[config.mk]
export PLATFORM = sky130hd
export DESIGN_NAME = local_bus_controller
export DESIGN_NICKNAME = d
export VERILOG_FILES = /design/src/rtl/local_bus_controller.sv
export SDC_FILE = /design/constraint.sdc
export NUM_CORES = 1
export LEC_CHECK = 0
export CAP_MARGIN = 20
export CORE_MARGIN = 5
export CORE_UTILIZATION = 50
export CTS_BUF_LIST = sky130_fd_sc_hd__clkbuf_16
export CTS_CLUSTER_SIZE = 24
export DETAILED_ROUTE_END_ITERATION = 6
export PLACE_DENSITY = 0.74
export RECOVER_POWER = 100
export SYNTH_ARGS = -nofsm -noshare
export SYNTH_HDL_FRONTEND = slang
export SYNTH_SLANG_ARGS = --single-unit
[constraint.sdc]
create_clock -name clk -period 1.7 [get_ports clk]
set_input_delay 0.255 -clock clk [delete_from_list [all_inputs] [get_ports clk]]
set_output_delay 0.255 -clock clk [all_outputs]
set_load 0.005 [all_outputs]
[src/rtl/local_bus_controller.sv]
// Bus cycle sequencer for the 68030 local bus: per-region wait states, DSACK
// port-size encoding, VME acknowledge passthrough and BERR on fault/timeout.
module local_bus_controller #(
   parameter int unsigned ROM_WAIT    = 2,
   parameter int unsigned RAM_WAIT    = 1,
   parameter int unsigned SERIAL_WAIT = 4,
   parameter int unsigned TIMEOUT     = 200,
   parameter logic [1:0]  VME_DSACK   = 2'b00
) (
   input  logic       clk,
   input  logic       n_reset,
   input  logic       cpu_as,
   input  logic       cpu_ds,
   input  logic       request_rom,
   input  logic       request_ram,
   input  logic       request_serial,
   input  logic       request_vme,
   input  logic       vme_dtack,
   input  logic       vme_berr,
   output logic [1:0] cpu_dsack,
   output logic       cpu_berr,
   output logic       cycle_busy
);

   localparam logic [1:0] ROM_CODE    = 2'b01;
   localparam logic [1:0] RAM_CODE    = 2'b00;
   localparam logic [1:0] SERIAL_CODE = 2'b10;
   localparam logic [1:0] DSACK_IDLE  = 2'b11;

   localparam logic [3:0] ROM_LOAD    = 4'(ROM_WAIT);
   localparam logic [3:0] RAM_LOAD    = 4'(RAM_WAIT);
   localparam logic [3:0] SERIAL_LOAD = 4'(SERIAL_WAIT);
   localparam logic [7:0] TIMEOUT_END = 8'(TIMEOUT - 1);

   typedef enum logic [2:0] {
      IDLE,
      LOCAL_WAIT,
      EXT_WAIT,
      ACK,
      FAULT
   } state_t;

   state_t     state;
   logic [3:0] wait_cnt;
   logic [7:0] timeout_cnt;
   logic [1:0] ack_code;

   logic dtack_meta;
   logic dtack_sync;
   logic berr_meta;
   logic berr_sync;

   // The CPU samples data on DS timing itself, so DS never gates acknowledge.
   logic unused_ds;
   assign unused_ds = cpu_ds;

   always_ff @(posedge clk or negedge n_reset) begin
      if (!n_reset) begin
         dtack_meta <= 1'b1;
         dtack_sync <= 1'b1;
         berr_meta  <= 1'b1;
         berr_sync  <= 1'b1;
      end else begin
         dtack_meta <= vme_dtack;
         dtack_sync <= dtack_meta;
         berr_meta  <= vme_berr;
         berr_sync  <= berr_meta;
      end
   end

   always_ff @(posedge clk or negedge n_reset) begin
      if (!n_reset) begin
         state       <= IDLE;
         wait_cnt    <= 4'd0;
         timeout_cnt <= 8'd0;
         ack_code    <= DSACK_IDLE;
         cpu_dsack   <= DSACK_IDLE;
         cpu_berr    <= 1'b1;
         cycle_busy  <= 1'b0;
      end else begin
         case (state)
            IDLE: begin
               cpu_dsack <= DSACK_IDLE;
               cpu_berr  <= 1'b1;
               if (!cpu_as) begin
                  cycle_busy <= 1'b1;
                  // Several low requests means a decoder fault; rom wins, vme loses.
                  if (!request_rom) begin
                     wait_cnt <= ROM_LOAD;
                     ack_code <= ROM_CODE;
                     state    <= LOCAL_WAIT;
                  end else if (!request_ram) begin
                     wait_cnt <= RAM_LOAD;
                     ack_code <= RAM_CODE;
                     state    <= LOCAL_WAIT;
                  end else if (!request_serial) begin
                     wait_cnt <= SERIAL_LOAD;
                     ack_code <= SERIAL_CODE;
                     state    <= LOCAL_WAIT;
                  end else begin
                     timeout_cnt <= 8'd0;
                     ack_code    <= VME_DSACK;
                     state       <= EXT_WAIT;
                  end
               end else begin
                  cycle_busy <= 1'b0;
               end
            end

            LOCAL_WAIT: begin
               if (cpu_as) begin
                  state      <= IDLE;
                  cycle_busy <= 1'b0;
               end else if (wait_cnt == 4'd0) begin
                  state     <= ACK;
                  cpu_dsack <= ack_code;
               end else begin
                  wait_cnt <= wait_cnt - 4'd1;
               end
            end

            EXT_WAIT: begin
               timeout_cnt <= timeout_cnt + 8'd1;
               // Bus error outranks a DTACK arriving on the same clock.
               if (cpu_as) begin
                  state      <= IDLE;
                  cycle_busy <= 1'b0;
               end else if (!berr_sync) begin
                  state    <= FAULT;
                  cpu_berr <= 1'b0;
               end else if (!dtack_sync) begin
                  state     <= ACK;
                  cpu_dsack <= VME_DSACK;
               end else if (timeout_cnt == TIMEOUT_END) begin
                  state    <= FAULT;
                  cpu_berr <= 1'b0;
               end
            end

            ACK: begin
               if (cpu_as) begin
                  state      <= IDLE;
                  cpu_dsack  <= DSACK_IDLE;
                  cycle_busy <= 1'b0;
               end
            end

            FAULT: begin
               cpu_dsack <= DSACK_IDLE;
               if (cpu_as) begin
                  state      <= IDLE;
                  cpu_berr   <= 1'b1;
                  cycle_busy <= 1'b0;
               end
            end

            default: begin
               state      <= IDLE;
               cpu_dsack  <= DSACK_IDLE;
               cpu_berr   <= 1'b1;
               cycle_busy <= 1'b0;
            end
         endcase
      end
   end

endmodule

==> flow_metrics.py, run 1 <==
metrics = {
    "layout": {
        "multiInputGateArea_um2": 754,
        "fin_nets": 193,
        "fin_util_pct": 70.2,
        "drive_gt1_share_pct": 37.8,
        "stdcell_area_mm2": 0.00190,
        "layout_common_cells": "buf_4, dfrtp_1, nand2_1, nor2_1, dfstp_2",
        "fillers": 201,
        "syn2layout_area_growth_pct": 36.7,
        "antennaDiodeCount": 0,
        "layout_commonest_cell": "buf_4",
        "ff_latch_area_um2": 637,
    },
    "drt": {
        "wl_per_cell_um": 15.1,
        "firstDrtPassIters": 4,
        "wl_mm": 3.18,
        "drtAntennaViolNets": 0,
        "vias": 1214,
        "drc_errors": 0,
        "routed_via_density": 5.75,
        "drt_iter0_drc": 52,
    },
    "sta": {
        "max_slew_margin_pct": 59.4,
        "worst_slack_ps": -139,
        "tightest_slew_ps": 608,
        "setup_tns_ps": -293,
        "fin_skew_ps": 2.30,
        "finalCritPeriodShare_pct": 108,
        "fmax_ghz": 0.544,
        "finalMaxSlewViolations": 0,
        "finalSetupViolations": 3,
        "fin_crit_ps": 1840,
        "timing.hold.ws_ps": 358,
        "hold_viol": 0,
        "rsz0062_at_grt": "yes",
    },
    "synthesis": {
        "synth_largest_area_cell": "dfrtp_1",
        "synth_ff_type": "dfrtp_1",
        "syn_avg_cell_area_um2": 10.1,
        "synthArstFlopShare_pct": 100,
        "netlist_area_mm2": 0.00139,
        "synth_fp_nets": 150,
        "ys_seq_area_share_pct": 45.7,
        "netlist_instances": 138,
        "synth_top_area_share_pct": 28.8,
        "ys_types": 52,
        "yosys-top-cells-area": "dfrtp_1, dfstp_2, mux2_1",
        "ys_ff_latch": 25,
        "synth_edf_count": 0,
        "ys.warnings.count": 0,
    },
    "critical_path": {
        "critPathArrivalTime_ps": 2030,
        "critPathCaptureType": "flop",
        "path_class": "reg2reg",
        "slowest_delay_ps": 400,
        "path_delay_family": "compound AO/OA/AOI/OAI gates",
        "crit_buf_inv": 1,
        "cp_max_fo": 3,
        "start_kind": "flop",
        "worstPathCellList": "inv_2 > ha_4 > or3b_4 > o311ai_2 > a311o_1 > mux2_4",
        "critPathSlowestCell": "or3b_4",
        "worstPathRequired_ps": 1890,
    },
    "global_route": {
        "grt_first_pass_wirelength_mm": 5.64,
        "grt_max_degree": 26,
        "antenna_found_initial": 0,
        "grt_pass1_vias": 1220,
        "track_usage_pct": 17.8,
        "grt-ovfl-total": 0,
    },
    "worst_hold_path": {
        "hold_path.class": "reg2reg",
    },
    "place": {
        "io_buffers": 11,
        "place_area_mm2": 0.00174,
        "gp_congestion": 0.816,
        "post-place-ws_ps": -218,
        "place_hpwl_mm": 2.19,
    },
    "power_and_ir_drop": {
        "power.leakage_nw": 0.826,
        "ir_drop_v": 0.00108,
        "power_per_cell_area_mw_per_mm2": 1390,
    },
    "clocking": {
        "htreeDepth": 1,
        "root_buffer": "clkbuf_16",
        "clkLatencyLatePin_ps": 260,
        "path_clk_slew_ps": 70,
        "cts_tree": "yes",
        "clockBufferDepth": 2,
        "cts_made_buffers": 3,
        "clkSinkCount": 25,
    },
    "die": {
        "ios": 14,
        "start_util_pct": 51.4,
        "die_area_mm2": 0.00394,
        "rows": 19,
        "die_y_um": 62.8,
        "coreArea_mm2": 0.00271,
        "die_w_um": 62.8,
    },
    "job": {
        "max_cap_viol_count": 0,
    },
    "run_status": {
        "status": "complete, but fails checks",
        "violations": "setup timing",
    },
}
[timing repair]
action                                  4_1_cts  5_1_grt
endpoints found under the setup margin        6       10
hold buffers                                  0        0
pin swaps                                     3        6
buffers inserted                              3        1
resized for setup                             8        5
[worst register-to-register path, stage by stage (launching register included)]
cell and delay (ps):
dfrtp_1 390, inv_2 90, ha_4 130, or3b_4 400, o311ai_2 230, a311o_1 220
mux2_4 310
[state kept, by name, indices dropped and copies added (netlist names)]
name / flops
cpu_berr: 1
dtack_meta: 1
dtack_sync: 1
timeout_cnt: 8
wait_cnt: 4
berr_meta: 1
berr_sync: 1
state: 3
cpu_dsack: 2
ack_code: 2
cycle_busy: 1
[power breakdown]
group	total [mW]	leakage [nW]	switching, mW	internal (mW)
clock network	0.550	0.0415	0.225	0.325
logic	1.20	0.483	0.528	0.674
registers	0.899	0.302	0.113	0.786
total	2.65	0.826	0.866	1.79
[cells by family (layout without fill, tap and decap cells)]
group	count (synthesis)	in the layout	synth area share, %
AOI/OAI and AO/OA	38	38	20.0
and+or+nand+nor	50	50	20.9
muxes	6	6	4.76
xor gates and xnor gates	3	3	1.89
adders and majority gates	3	3	2.52
DFF	25	25	45.7
buffers and inverters	13	55	4.13
[worst paths after layout]
check | startpoint | end | slack (ps) | cells after the start
min reg2reg | berr_meta | berr_sync | 360 | 0
max | wait_cnt[1] | cpu_dsack[0] | -140 | 6
max in group asynchronous | n_reset | cycle_busy | 780 | 2
min in group asynchronous | n_reset | timeout_cnt[6] | 520 | 2
min | berr_meta | berr_sync | 360 | 0
max reg2reg | wait_cnt[1] | cpu_dsack[0] | -140 | 6
[per-stage QoR]
step	cells	power [mW]
6_report	211	2.65
5_1_grt	211	2.85
4_1_cts	211	2.59
3_5_place_dp	204	1.89
3_3_place_gp	204	1.84
2_1_floorplan	138	1.48
[synth_stat cells (all sizes together) (3+ instances only)]
cell     n
inv      6
o21ai    9
a31oi    3
mux2     5
xor2     3
nand2    9
nor2    11
nor3     3
nand3    5
dfrtp   16
o211ai   3
a21oi    5
dfstp    9
nor3b    3
buf      5
nand2b   4
[final cells by class]
type,instances,share of cell area (%)
repair buffers,45,19.3
clock buffers,3,3.94
multi-input cells,100,39.6
inverters,6,1.18
flip-flops and latches,25,33.5
clock inverters,1,0.460
well taps,31,2.04
[layer usage]
layer / vias to the layer above / GRT usage (%) / part of all wire, % / routed length [um]
met4: 0 / 8.49 / 2.4 / 77
li1: 596 / - / - / -
met1: 591 / 22.2 / 46 / 1450
met3: 7 / 2.70 / 2.7 / 85
met5: - / 0 / 0 / 0
met2: 20 / 29.7 / 49 / 1560
(Power assumes the default switching activity.)
==> run 2, diff against run 1 <==
--- a/config.mk
+++ b/config.mk
@@ -6,12 +6,14 @@
 export NUM_CORES = 1
 export LEC_CHECK = 0
 export CAP_MARGIN = 20
+export CELL_PAD_IN_SITES_DETAIL_PLACEMENT = 0
+export CELL_PAD_IN_SITES_GLOBAL_PLACEMENT = 1
 export CORE_MARGIN = 5
-export CORE_UTILIZATION = 50
+export CORE_UTILIZATION = 39
 export CTS_BUF_LIST = sky130_fd_sc_hd__clkbuf_16
 export CTS_CLUSTER_SIZE = 24
 export DETAILED_ROUTE_END_ITERATION = 6
-export PLACE_DENSITY = 0.74
+export PLACE_DENSITY_LB_ADDON = 0.1
 export RECOVER_POWER = 100
 export SYNTH_ARGS = -nofsm -noshare
 export SYNTH_HDL_FRONTEND = slang
==> constraint.sdc (replaced) <==
create_clock -name clk -period 1.7 [get_ports clk]
set_input_delay 0.255 -clock clk [delete_from_list [all_inputs] [get_ports clk]]
set_output_delay 0.255 -clock clk [all_outputs]
set_load 0.1 [all_outputs]
==> flow_metrics.py, run 2 (synthesis gave the netlist of run 1 again) <==
metrics = {
    "critical_path": {
        "critPathCaptureType": "flop",
        "path_class": "reg2reg",
        "critPathArrivalTime_ps": 2070,
        "critPathSlowestCell": "or3b_4",
        "startpoint": "wait_cnt[1]",
        "path_delay_family": "compound AO/OA/AOI/OAI gates",
        "cp_max_fo": 3,
        "crit_buf_inv": 1,
        "start_kind": "flop",
        "worstPathRequired_ps": 1890,
        "worstPathCellList": "inv_2 > ha_4 > or3b_4 > o311ai_2 > a311o_1 > mux2_4",
        "timing.rr.start": "wait_cnt[1]",
        "slowest_delay_ps": 400,
    },
    "job": {
        "max_cap_viol_count": 0,
    },
    "die": {
        "die_w_um": 69.8,
        "ios": 14,
        "die_y_um": 69.8,
        "coreArea_mm2": 0.00339,
        "rows": 21,
        "start_util_pct": 41.1,
        "die_area_mm2": 0.00487,
    },
    "power_and_ir_drop": {
        "power_per_cell_area_mw_per_mm2": 1460,
        "ir_drop_v": 0.000857,
        "total_power_mw": 2.82,
        "power.leakage_nw": 0.838,
    },
    "layout": {
        "fin_nets": 196,
        "antennaDiodeCount": 0,
        "fin_util_pct": 56.9,
        "syn2layout_area_growth_pct": 38.5,
        "stdcell_area_mm2": 0.00193,
        "stdcell_count": 229,
        "largest_reg_flops": 8,
        "largest_register": "timeout_cnt",
        "top_regs": "timeout_cnt (8), wait_cnt (4), state (3)",
        "layout_common_cells": "buf_4, dfrtp_1, nor2_1",
        "drive_gt1_share_pct": 38.3,
        "layout_commonest_cell": "buf_4",
    },
    "sta": {
        "max_slew_margin_pct": 58.0,
        "fin_skew_ps": 2.26,
        "tightest_slew_ps": 630,
        "fin_crit_ps": 1870,
        "fmax_ghz": 0.533,
        "worst_slack_ps": -175,
        "rsz0062_at_grt": "yes",
        "hold_viol": 0,
        "setup_tns_ps": -459,
        "finalSetupViolations": 4,
        "finalMaxSlewViolations": 0,
        "timing.hold.ws_ps": 355,
        "finalCritPeriodShare_pct": 110,
    },
    "run_status": {
        "status": "complete, but fails checks",
        "violations": "setup timing",
    },
    "drt": {
        "routed_via_density": 5.38,
        "drt_iter0_drc": 37,
        "firstDrtPassIters": 4,
        "drtAntennaViolNets": 0,
        "wl_mm": 3.21,
        "vias": 1232,
        "wl_per_cell_um": 14.0,
        "drc_errors": 0,
    },
    "clocking": {
        "clockBufferDepth": 2,
        "cts_made_buffers": 3,
        "clkLatencyLatePin_ps": 260,
        "root_buffer": "clkbuf_16",
        "path_clk_slew_ps": 60,
        "hold_buffers": 0,
        "clkSinkCount": 25,
        "htreeDepth": 1,
        "cts_tree": "yes",
    },
    "worst_hold_path": {
        "hold_path.class": "reg2reg",
        "hp-start": "dtack_meta",
    },
    "global_route": {
        "track_usage_pct": 14.6,
        "grt_max_degree": 26,
        "grt_pass1_vias": 1295,
        "antenna_found_initial": 0,
        "grt-ovfl-total": 0,
        "grt_first_pass_wirelength_mm": 5.76,
    },
    "place": {
        "io_buffers": 11,
        "place_area_mm2": 0.00179,
        "post-place-ws_ps": -197,
        "gp_congestion": 0.789,
        "dp.cells": 218,
        "place_hpwl_mm": 2.38,
    },
}
==> run 2: cell count changes in the layout (fill, tap and decap cells not counted), moves of 2 or more <==
cell	previous run	this run
dfstp_1	0	2
clkbuf_2	1	5
nor2_1	9	11
dfstp_2	9	7
clkdlybuf4s50_1	7	4
==> run 2: repair_timing <==
item	in CTS	in global routing
setup endpoints to repair	6	8
resized for setup	4	8
gates cloned	0	0
pin swaps	3	6
setup buffers	3	4
hold endpoints to repair	0	0
==> run 2: worst paths after layout <==
kind	to	slack, ps	depth (start not counted)
setup reg to reg	cpu_dsack[1]	-170	6
min in group asynchronous	timeout_cnt[2]	530	2
max in group asynchronous	wait_cnt[2]	750	2
hold / removal	dtack_sync	350	0
setup / recovery	cpu_dsack[1]	-170	6
hold reg to reg	dtack_sync	350	0
==> run 2: per-layer routing <==
metal | vias to the layer above | global-route usage [%] | share of wire, %
met3 | 5 | 3.48 | 2.9
met5 | - | 0 | 0
met2 | 17 | 25.3 | 52
met4 | 0 | 5.53 | 1.4
li1 | 606 | - | -
met1 | 604 | 17.4 | 44
==> run 2: power by group <==
part / switching (mW) / total (mW) / internal [mW]
clock network: 0.211 / 0.528 / 0.317
registers: 0.112 / 0.897 / 0.785
logic: 0.729 / 1.39 / 0.661
==> run 2: layout make-up <==
class | count | area (um2)
clock buffer | 3 | 75.1
clock inverter | 1 | 5.00
fill | 299 | 1460
inverter | 6 | 22.5
multi-input combinational | 100 | 757
sequential | 25 | 637
tap | 46 | 57.6
timing repair buffer | 48 | 374
